### config.mk
export PLATFORM = sky130hd
export DESIGN_NAME = lsu_riscv
export DESIGN_NICKNAME = d
export VERILOG_FILES = /design/src/rtl/lsu_riscv.sv
export SDC_FILE = /design/constraint.sdc
export NUM_CORES = 1
export LEC_CHECK = 0
export CORE_ASPECT_RATIO = 1.1
export CORE_MARGIN = 1
export CORE_UTILIZATION = 60
export DETAILED_ROUTE_END_ITERATION = 12
export DONT_BUFFER_PORTS = 1
export PLACE_DENSITY_LB_ADDON = 0.25
export SETUP_SLACK_MARGIN = 0.02
export SYNTH_ARGS = -nofsm -noshare
export SYNTH_HDL_FRONTEND = slang
export SYNTH_SLANG_ARGS = --single-unit
### constraint.sdc
create_clock -name clk_i -period 3.2 [get_ports clk_i]
set_input_delay 0.16 -clock clk_i [delete_from_list [all_inputs] [get_ports clk_i]]
set_output_delay 0.16 -clock clk_i [all_outputs]
set_load 0.01 [all_outputs]
### src/rtl/lsu_riscv.sv
// Load-store unit: turns decoder memory controls into a req/gnt/rvalid data-memory access
// and stalls the core until it completes. Optional macro: LSU_MISALIGN_CHECK_EN.
`ifndef LDST_B
`define LDST_B  3'd0
`endif
`ifndef LDST_H
`define LDST_H  3'd1
`endif
`ifndef LDST_W
`define LDST_W  3'd2
`endif
`ifndef LDST_BU
`define LDST_BU 3'd4
`endif
`ifndef LDST_HU
`define LDST_HU 3'd5
`endif

module lsu_riscv (
    input  logic        clk_i,
    input  logic        arstn_i,
    input  logic        lsu_req_i,
    input  logic        lsu_we_i,
    input  logic [2:0]  lsu_size_i,
    input  logic [31:0] lsu_addr_i,
    input  logic [31:0] lsu_data_i,
    output logic [31:0] lsu_data_o,
    output logic        lsu_stall_req_o,
    output logic        lsu_misalign_o,
    output logic        data_req_o,
    output logic        data_we_o,
    output logic [3:0]  data_be_o,
    output logic [31:0] data_addr_o,
    output logic [31:0] data_wdata_o,
    input  logic        data_gnt_i,
    input  logic        data_rvalid_i,
    input  logic [31:0] data_rdata_i
);

    localparam logic [1:0] IDLE = 2'd0;
    localparam logic [1:0] REQ  = 2'd1;
    localparam logic [1:0] WAIT = 2'd2;

    logic [1:0]  state_reg;
    logic [29:0] addr_reg;
    logic        we_reg;
    logic [3:0]  be_reg;
    logic [31:0] wdata_reg;
    logic [2:0]  size_reg;
    logic [1:0]  off_reg;
    logic [31:0] result_reg;

    logic        size_valid;
    logic        misaligned;
    logic        accept;
    logic        complete;
    logic [3:0]  be_next;
    logic [31:0] wdata_next;
    logic [31:0] load_ext;

    logic [3:0]  be_byte;
    logic [3:0]  be_half;
    logic [7:0]  rbyte [4];

    // Per-lane enables for byte and halfword accesses, and the read-data byte lanes.
    generate
        for (genvar gi = 0; gi < 4; gi++) begin : g_lane
            assign be_byte[gi] = (lsu_addr_i[1:0] == 2'(gi));
            assign be_half[gi] = (lsu_addr_i[1] == 1'(gi / 2));
            assign rbyte[gi]   = data_rdata_i[8*gi +: 8];
        end
    endgenerate

    always_comb begin
        size_valid = 1'b0;
        case (lsu_size_i)
            `LDST_B, `LDST_H, `LDST_W, `LDST_BU, `LDST_HU: size_valid = 1'b1;
            default:                                        size_valid = 1'b0;
        endcase
    end

`ifdef LSU_MISALIGN_CHECK_EN
    always_comb begin
        misaligned = 1'b0;
        case (lsu_size_i)
            `LDST_H, `LDST_HU: misaligned = lsu_addr_i[0];
            `LDST_W:           misaligned = (lsu_addr_i[1:0] != 2'b00);
            default:           misaligned = 1'b0;
        endcase
    end
`else
    // Without the check, address bits below the access size are simply dropped.
    assign misaligned = 1'b0;
`endif

    always_comb begin
        be_next    = 4'b0000;
        wdata_next = lsu_data_i;
        case (lsu_size_i)
            `LDST_B, `LDST_BU: begin
                be_next    = be_byte;
                wdata_next = {4{lsu_data_i[7:0]}};
            end
            `LDST_H, `LDST_HU: begin
                be_next    = be_half;
                wdata_next = {2{lsu_data_i[15:0]}};
            end
            default: begin
                be_next    = 4'b1111;
                wdata_next = lsu_data_i;
            end
        endcase
    end

    always_comb begin
        logic [7:0]  sel_byte;
        logic [15:0] sel_half;
        sel_byte = rbyte[off_reg];
        sel_half = off_reg[1] ? data_rdata_i[31:16] : data_rdata_i[15:0];
        load_ext = data_rdata_i;
        case (size_reg)
            `LDST_B:  load_ext = {{24{sel_byte[7]}}, sel_byte};
            `LDST_BU: load_ext = {24'd0, sel_byte};
            `LDST_H:  load_ext = {{16{sel_half[15]}}, sel_half};
            `LDST_HU: load_ext = {16'd0, sel_half};
            default:  load_ext = data_rdata_i;
        endcase
    end

    assign accept   = (state_reg == IDLE) & lsu_req_i & size_valid & ~misaligned;
    assign complete = (state_reg == WAIT) & data_rvalid_i;

    // Leaving WAIT on completion is what keeps a held request from being re-issued:
    // the core advances on that edge, so a request seen in IDLE afterwards is new.
    always_comb begin
        if (state_reg == IDLE) begin
            lsu_stall_req_o = lsu_req_i & size_valid & ~misaligned;
        end else begin
            lsu_stall_req_o = lsu_req_i & ~complete;
        end
    end

    always_ff @(posedge clk_i or negedge arstn_i) begin
        if (!arstn_i) begin
            state_reg  <= IDLE;
            addr_reg   <= 30'd0;
            we_reg     <= 1'b0;
            be_reg     <= 4'b0000;
            wdata_reg  <= 32'd0;
            size_reg   <= 3'd0;
            off_reg    <= 2'd0;
            result_reg <= 32'd0;
        end else begin
            case (state_reg)
                IDLE: begin
                    if (accept) begin
                        addr_reg  <= lsu_addr_i[31:2];
                        we_reg    <= lsu_we_i;
                        be_reg    <= be_next;
                        wdata_reg <= wdata_next;
                        size_reg  <= lsu_size_i;
                        off_reg   <= lsu_addr_i[1:0];
                        state_reg <= REQ;
                    end
                end
                REQ: begin
                    if (data_gnt_i) begin
                        state_reg <= WAIT;
                    end
                end
                WAIT: begin
                    if (data_rvalid_i) begin
                        state_reg <= IDLE;
                        if (!we_reg) begin
                            result_reg <= load_ext;
                        end
                    end
                end
                default: state_reg <= IDLE;
            endcase
        end
    end

`ifdef LSU_MISALIGN_CHECK_EN
    logic misalign_reg;

    always_ff @(posedge clk_i or negedge arstn_i) begin
        if (!arstn_i) begin
            misalign_reg <= 1'b0;
        end else begin
            misalign_reg <= (state_reg == IDLE) & lsu_req_i & size_valid & misaligned;
        end
    end

    assign lsu_misalign_o = misalign_reg;
`else
    assign lsu_misalign_o = 1'b0;
`endif

    assign data_req_o   = (state_reg == REQ);
    assign data_we_o    = we_reg;
    assign data_be_o    = be_reg;
    assign data_addr_o  = {addr_reg, 2'b00};
    assign data_wdata_o = wdata_reg;
    assign lsu_data_o   = complete ? load_ext : result_reg;

endmodule
==> results.yml, run 1 <==
pwr:
  irDropWorstVdd_uv: 485
  p_int_uw: 3290
  cellPowerDensity_mw_per_mm2: 842
  power_frac_comb_pct: 34.9
  p_sw_uw: 2200
  p_leak_uw: 0.00284
  clkPwrFrac_pct: 16.9
  seqPwrFrac_pct: 48.2
  p_sw_share_pct: 40.1
critical_path:
  arrival_ns: 2.47
  worstSetupPathType: "reg -> out"
  r2r-start: "size_reg[0]"
  cp.required_ns: 3.04
  critPathLaunch: "size_reg[0]"
  r2r_slack_ns: 1.14
  cp-end-kind: "output pin"
  crit_path_start_kind: "flip-flop"
  rr_worst_depth: 4
  r2r_end: "result_reg[3]"
  worstPathMaxFanout: 16
route:
  dr_wl_met2_mm: 7.50
  first_pass_iters: 7
  drt_drc_violations_left: 0
  routed-wl-met3_mm: 1.45
  drt-met1-wl_mm: 5.38
  via_per_inst: 6.21
  wl_per_cell_um: 20.8
  drt_iter0_markers: 266
  routed_wl_mm: 14.7
  postRouteAntennaNets: 0
  routed-via-count: 4373
  highest_layer: "met4"
grt:
  grt_first_pass_wirelength_mm: 22.4
  grt_pass1_vias: 4302
  grt_usage_pct: 30.8
  grt-ovfl-total: 0
  antenna_found_initial: 1
  grt_start_max_net_pins: 107
worst_hold_path:
  hp-start: "lsu_data_i[6]"
  hold_end: "data_wdata_o[22]"
  hold_path.class: "in -> reg"
  whs_path_depth: 2
floorplanning:
  rows: 36
  initial_utilization_pct: 61.6
  die_height_um: 102
  io_pins: 209
  core-area_mm2: 0.00883
  die-area_mm2: 0.00945
  die_x_um: 92.8
sta:
  rsz0062_at_grt: "false"
  fin_crit_sh_pct: 82.1
  fin_skew_ns: 0.0120
  setup_viol: 0
  worst_pin_slew_ns: 0.879
  slew_viol_final: 0
  timing.final.hold_violations: 0
  whs_ns: 0.00266
  tns_ns: 0
  max_freq_ghz: 0.381
  period_minus_slack_ns: 2.63
  slew_headroom_pct: 41.2
logic_synthesis:
  synth.distinct_cells: 41
  netlist_instances: 521
  ys_ff_latch: 106
  synth-seq-area-share_pct: 48.8
  netlist_top_cells_count: "dfrtp_1, nand2_1, mux2_2"
  synth_top_family_by_area: "multiplexers"
  synth_largest_area_cell: "dfrtp_1"
  synthMostInstantiatedCell: "dfrtp_1"
  netlist_area_mm2: 0.00544
  synth_top_area_share_pct: 48.8
  yosys-top-cells-area: "dfrtp_1, mux2_2, mux2i_1"
  synth_flop_cell: "dfrtp_1"
  synth_warnings: 0
  yosys.area_share.xor_xnor_pct: 0
  synthAdderAreaFrac_pct: 0
  async_flop_share_pct: 100
  synth_edf_count: 0
  synth-simple-area-share_pct: 12.3
  avgSynthCellArea_um2: 10.4
  synth_compound_area_share_pct: 14.9
  synth.area.mux_share_pct: 19.4
final_layout:
  fin_cells: 704
  fin_util_pct: 73.9
  drive_above_1_share_pct: 15.5
  syn_to_final_growth_pct: 19.9
  num-fill-cells: 601
  nets: 688
outcome:
  status: "finished, final reports clean"
clock_tree:
  htree_levels: 3
  clock-root-buffer: "clkbuf_8"
  post_cts_resized: 0
  hold_buffers: 84
  cts.sinks: 106
  clk_pin_slew_ns: 0.10
  clock_latency_ns: 0.38
  numCtsBuffers: 9
  cts_setup_buffers: 0
  cts_tree: "done"
  max-clock-path-buffers: 2
placement:
  dp_cells: 602
  dpl.hpwl_mm: 9.12
  port_buffers: 0
  routabilityCongestion: 0.951
run:
  cap_violations: 0
[cells by family after synthesis]
kind of cell | after synthesis
flops | 106
other cells | 1
simple gates | 150
compound gates | 121
buf+inv | 45
mux | 98
[final cells by class]
cell class                      instances  area (um2)  share of cell area (%)
Inverter                                3        11.3                   0.173
Tap cell                              114         143                    2.19
Antenna cell                            2        5.00                  0.0767
Sequential cell                       106        2650                    40.7
Clock inverter                          7         101                    1.55
Clock buffer                            9         124                    1.90
Timing Repair Buffer                   91         923                    14.2
Multi-Input combinational cell        372        2560                    39.3
[layout by cell type, fill, tap and decap left out, types with 2 or more instances in the layout]
cell type / instances
nor2b_1: 7
buf_4: 6
nor2_1: 17
bufinv_16: 2
a31oi_1: 2
o21ai_1: 12
nand2b_1: 3
o31ai_2: 2
nand2_1: 104
clkbuf_8: 9
dlygate4sd3_1: 83
mux2_2: 58
o211ai_1: 32
o21a_1: 2
mux2i_1: 40
and2_1: 6
nand3b_1: 2
conb_1: 3
inv_1: 3
a21oi_1: 15
o21ai_0: 31
a222oi_1: 7
diode_2: 2
dfrtp_1: 106
o221ai_1: 14
[worst max path at each step]
stage	cells past startpoint	endpoint
floorplan	6	lsu_data_o[3]
global placement	4	lsu_data_o[4]
detailed placement	4	lsu_data_o[4]
CTS	4	lsu_data_o[4]
global route	4	lsu_data_o[4]
finish	4	lsu_data_o[4]
[layer usage]
metal,vias up,track usage [%]
li1,1983,-
met4,0,12.1
met5,-,0
met1,2149,36.1
met3,28,9.75
met2,213,53.0
[metrics by stage]
stage	instance area (um2)	setup WS, ns	power (uW)
6_report	6520	0.573	5490
5_1_grt	6520	0.405	5840
4_1_cts	6520	0.578	5460
3_5_place_dp	5430	1.00	4420
3_3_place_gp	5430	1.05	4320
2_1_floorplan	5450	1.54	4090
[power groups by stage]
| stage | Clock, uW | Sequential [uW] | Combinational, uW |
|---|---|---|---|
| after detailed placement | 0 | 2640 | 1780 |
| after floorplan | 0 | 2500 | 1590 |
| after global routing | 996 | 2720 | 2120 |
| final | 929 | 2640 | 1920 |
| after global placement | 0 | 2620 | 1700 |
| after CTS | 942 | 2630 | 1890 |
[worst max-delay path, stage by stage (launching register included)]
cell and delay [ns]:
dfrtp_1 0.61, nand2b_1 0.64, mux2_2 0.40, o21a_1 0.19, o21ai_1 0.25
Power figures use the tool's default switching activity.
==> run 2, diff against run 1 <==
==> constraint.sdc (replaced) <==
create_clock -name clk_i -period 2.6 [get_ports clk_i]
set_input_delay 0.13 -clock clk_i [delete_from_list [all_inputs] [get_ports clk_i]]
set_output_delay 0.13 -clock clk_i [all_outputs]
set_load 0.01 [all_outputs]
==> run 2 against run 1 <==
The run now ends with hold timing left. Clock power rose by 13%. Final cell count rose by 2.3%. Largest power group unchanged. Count of clock-buffer cells in the layout rose by 1. Highest routed layer unchanged. Largest cell class unchanged. Flip-flop and latch count did not move.
==> results.yml, run 2 (synthesis results as in run 1) <==
sta:
  slew_viol_final: 0
  tns_ns: 0
  fin_crit_sh_pct: 93.4
  rsz0062_at_grt: "false"
  timing.final.hold_violations: 106
  whs_ns: -0.564
  setup_viol: 0
  slew_headroom_pct: 38.5
  worst_pin_slew_ns: 0.919
  period_minus_slack_ns: 2.43
  fin_skew_ns: 0.0103
  max_freq_ghz: 0.412
grt:
  globalRouteMet3Util_pct: 9.60
  grt_pass1_vias: 4513
  antenna_found_initial: 0
  grt-ovfl-total: 0
  globalRoute.busiestLayer: "met2"
  grt_use_met2_pct: 55.6
  grt_first_pass_wirelength_mm: 23.2
  grt_usage_pct: 32.0
  grt_start_max_net_pins: 107
  met1_usage_pct: 37.5
pwr:
  irDropWorstVdd_uv: 632
  p_leak_uw: 0.00292
  cellPowerDensity_mw_per_mm2: 1030
  p_total_uw: 6830
critical_path:
  cp.depth: 6
  arrival_ns: 2.30
  crit_path_start_kind: "flip-flop"
  worstPathMaxFanout: 27
  endpoint: "lsu_data_o[1]"
  r2r_slack_ns: 0.61
  worstSetupPathType: "reg -> out"
  cp_common_cell: "buf_4"
  cp_top_family: "compound AO/OA/AOI/OAI gates"
  cpMaxStageDelayCell: "a222oi_1"
  rr_worst_depth: 4
  cp-end-kind: "output pin"
  r2r-start: "off_reg[0]"
  r2r_end: "result_reg[26]"
  slowest_delay_ns: 0.40
  cp.required_ns: 2.47
  critPathLaunch: "size_reg[1]"
  path_buf_inv: 2
  cp_cell_sequence: "buf_4 -> buf_4 -> nor4b_4 -> a222oi_1 -> o21ai_1 -> mux2_2"
run:
  cap_violations: 0
clock_tree:
  max-clock-path-buffers: 2
  clock_latency_ns: 0.38
  cts_tree: "done"
  numCtsBuffers: 9
  htree_levels: 3
  clk_pin_slew_ns: 0.10
  clock-root-buffer: "clkbuf_8"
  cts.sinks: 106
  hold_buffers: 92
placement:
  routabilityCongestion: 0.826
  dp_cells: 612
  port_buffers: 0
  dpl.hpwl_mm: 9.21
floorplanning:
  initial_utilization_pct: 61.6
  die-area_mm2: 0.00945
  io_pins: 209
  die_x_um: 92.8
  rows: 36
  core-area_mm2: 0.00883
  die_height_um: 102
final_layout:
  num-fill-cells: 596
  fin_cells: 720
  n_antenna_cell: 0
  syn_to_final_growth_pct: 22.5
  most-common-layout-cells: "dfrtp_1, nand2_1, dlygate4sd3_1, mux2_2, mux2i_1"
  drive_above_1_share_pct: 16.7
  final_common_cell: "dfrtp_1"
  nets: 707
route:
  routed-via-count: 4441
  drt_iter0_markers: 312
  wl_per_cell_um: 20.8
  via_per_inst: 6.17
  routed_wl_mm: 15.0
  first_pass_iters: 6
  drt_drc_violations_left: 0
  postRouteAntennaNets: 0
worst_hold_path:
  hold_path.class: "in -> async"
outcome:
  violations: "hold timing"
  status: "finished with violations"
-- run 2: cell count changes in the layout (fill, tap and decap cells not counted), moves of 2 or more --
cell / previous run / this run
diode_2: 2 / 0
dlygate4sd3_1: 83 / 91
o31ai_4: 0 / 2
o31ai_2: 2 / 0
buf_4: 6 / 17
-- run 2: report_power, final --
part	internal, uW	leakage [uW]	switching, uW
logic	1180	0.00153	1320
clock network	475	0.000101	577
registers	2430	0.00128	848
-- run 2: final cells by class --
type / instances / area, um2 / share of cell area (%)
timing repair buffer: 110 / 1080 / 16.2
clock inverter: 5 / 62.6 / 0.939
sequential: 106 / 2650 / 39.8
multi-input combinational: 372 / 2580 / 38.7
tap: 114 / 143 / 2.14
clock buffer: 10 / 138 / 2.07
inverter: 3 / 11.3 / 0.169
-- run 2: what timing repair did --
action,4_1_cts,5_1_grt
setup buffers,0,1
hold endpoints to repair,202,106
pin swaps,0,1
endpoints found under the setup margin,16,11
resized for setup,1,1
-- run 2: per-stage QoR --
step	util (%)	instance area, um2	worst slack, ns
2_1_floorplan	-	5450	0.965
3_3_place_gp	62.2	5500	0.401
3_5_place_dp	62.2	5500	0.231
4_1_cts	75.2	6640	0.131
5_1_grt	75.5	6660	0.0865
6_report	75.5	6660	0.172
-- run 2: worst register-to-register path: cells and delay by family, from the launching register on --
kind	cells	cell delay (ns)
flip-flops	1	0.48
multiplexers	1	0.36
AND/OR/NAND/NOR	1	0.13
AO/OA/AOI/OAI	2	0.87
-- run 2: how the worst min path moves through the flow --
stage                  from                to  slack (ns)
global route        arstn_i  data_wdata_o[19]       -0.59
detailed placement  arstn_i    result_reg[12]       -0.16
CTS                 arstn_i    result_reg[22]       -0.58
finish              arstn_i  data_wdata_o[20]       -0.56
floorplan           arstn_i       addr_reg[0]       -0.17
global placement    arstn_i    result_reg[10]       -0.16
-- run 2: routing by layer --
metal	part of all wire [%]	vias up
met1	36	2160
met5	0	-
met4	2.6	0
met2	51	222
li1	-	2024
met3	10	35
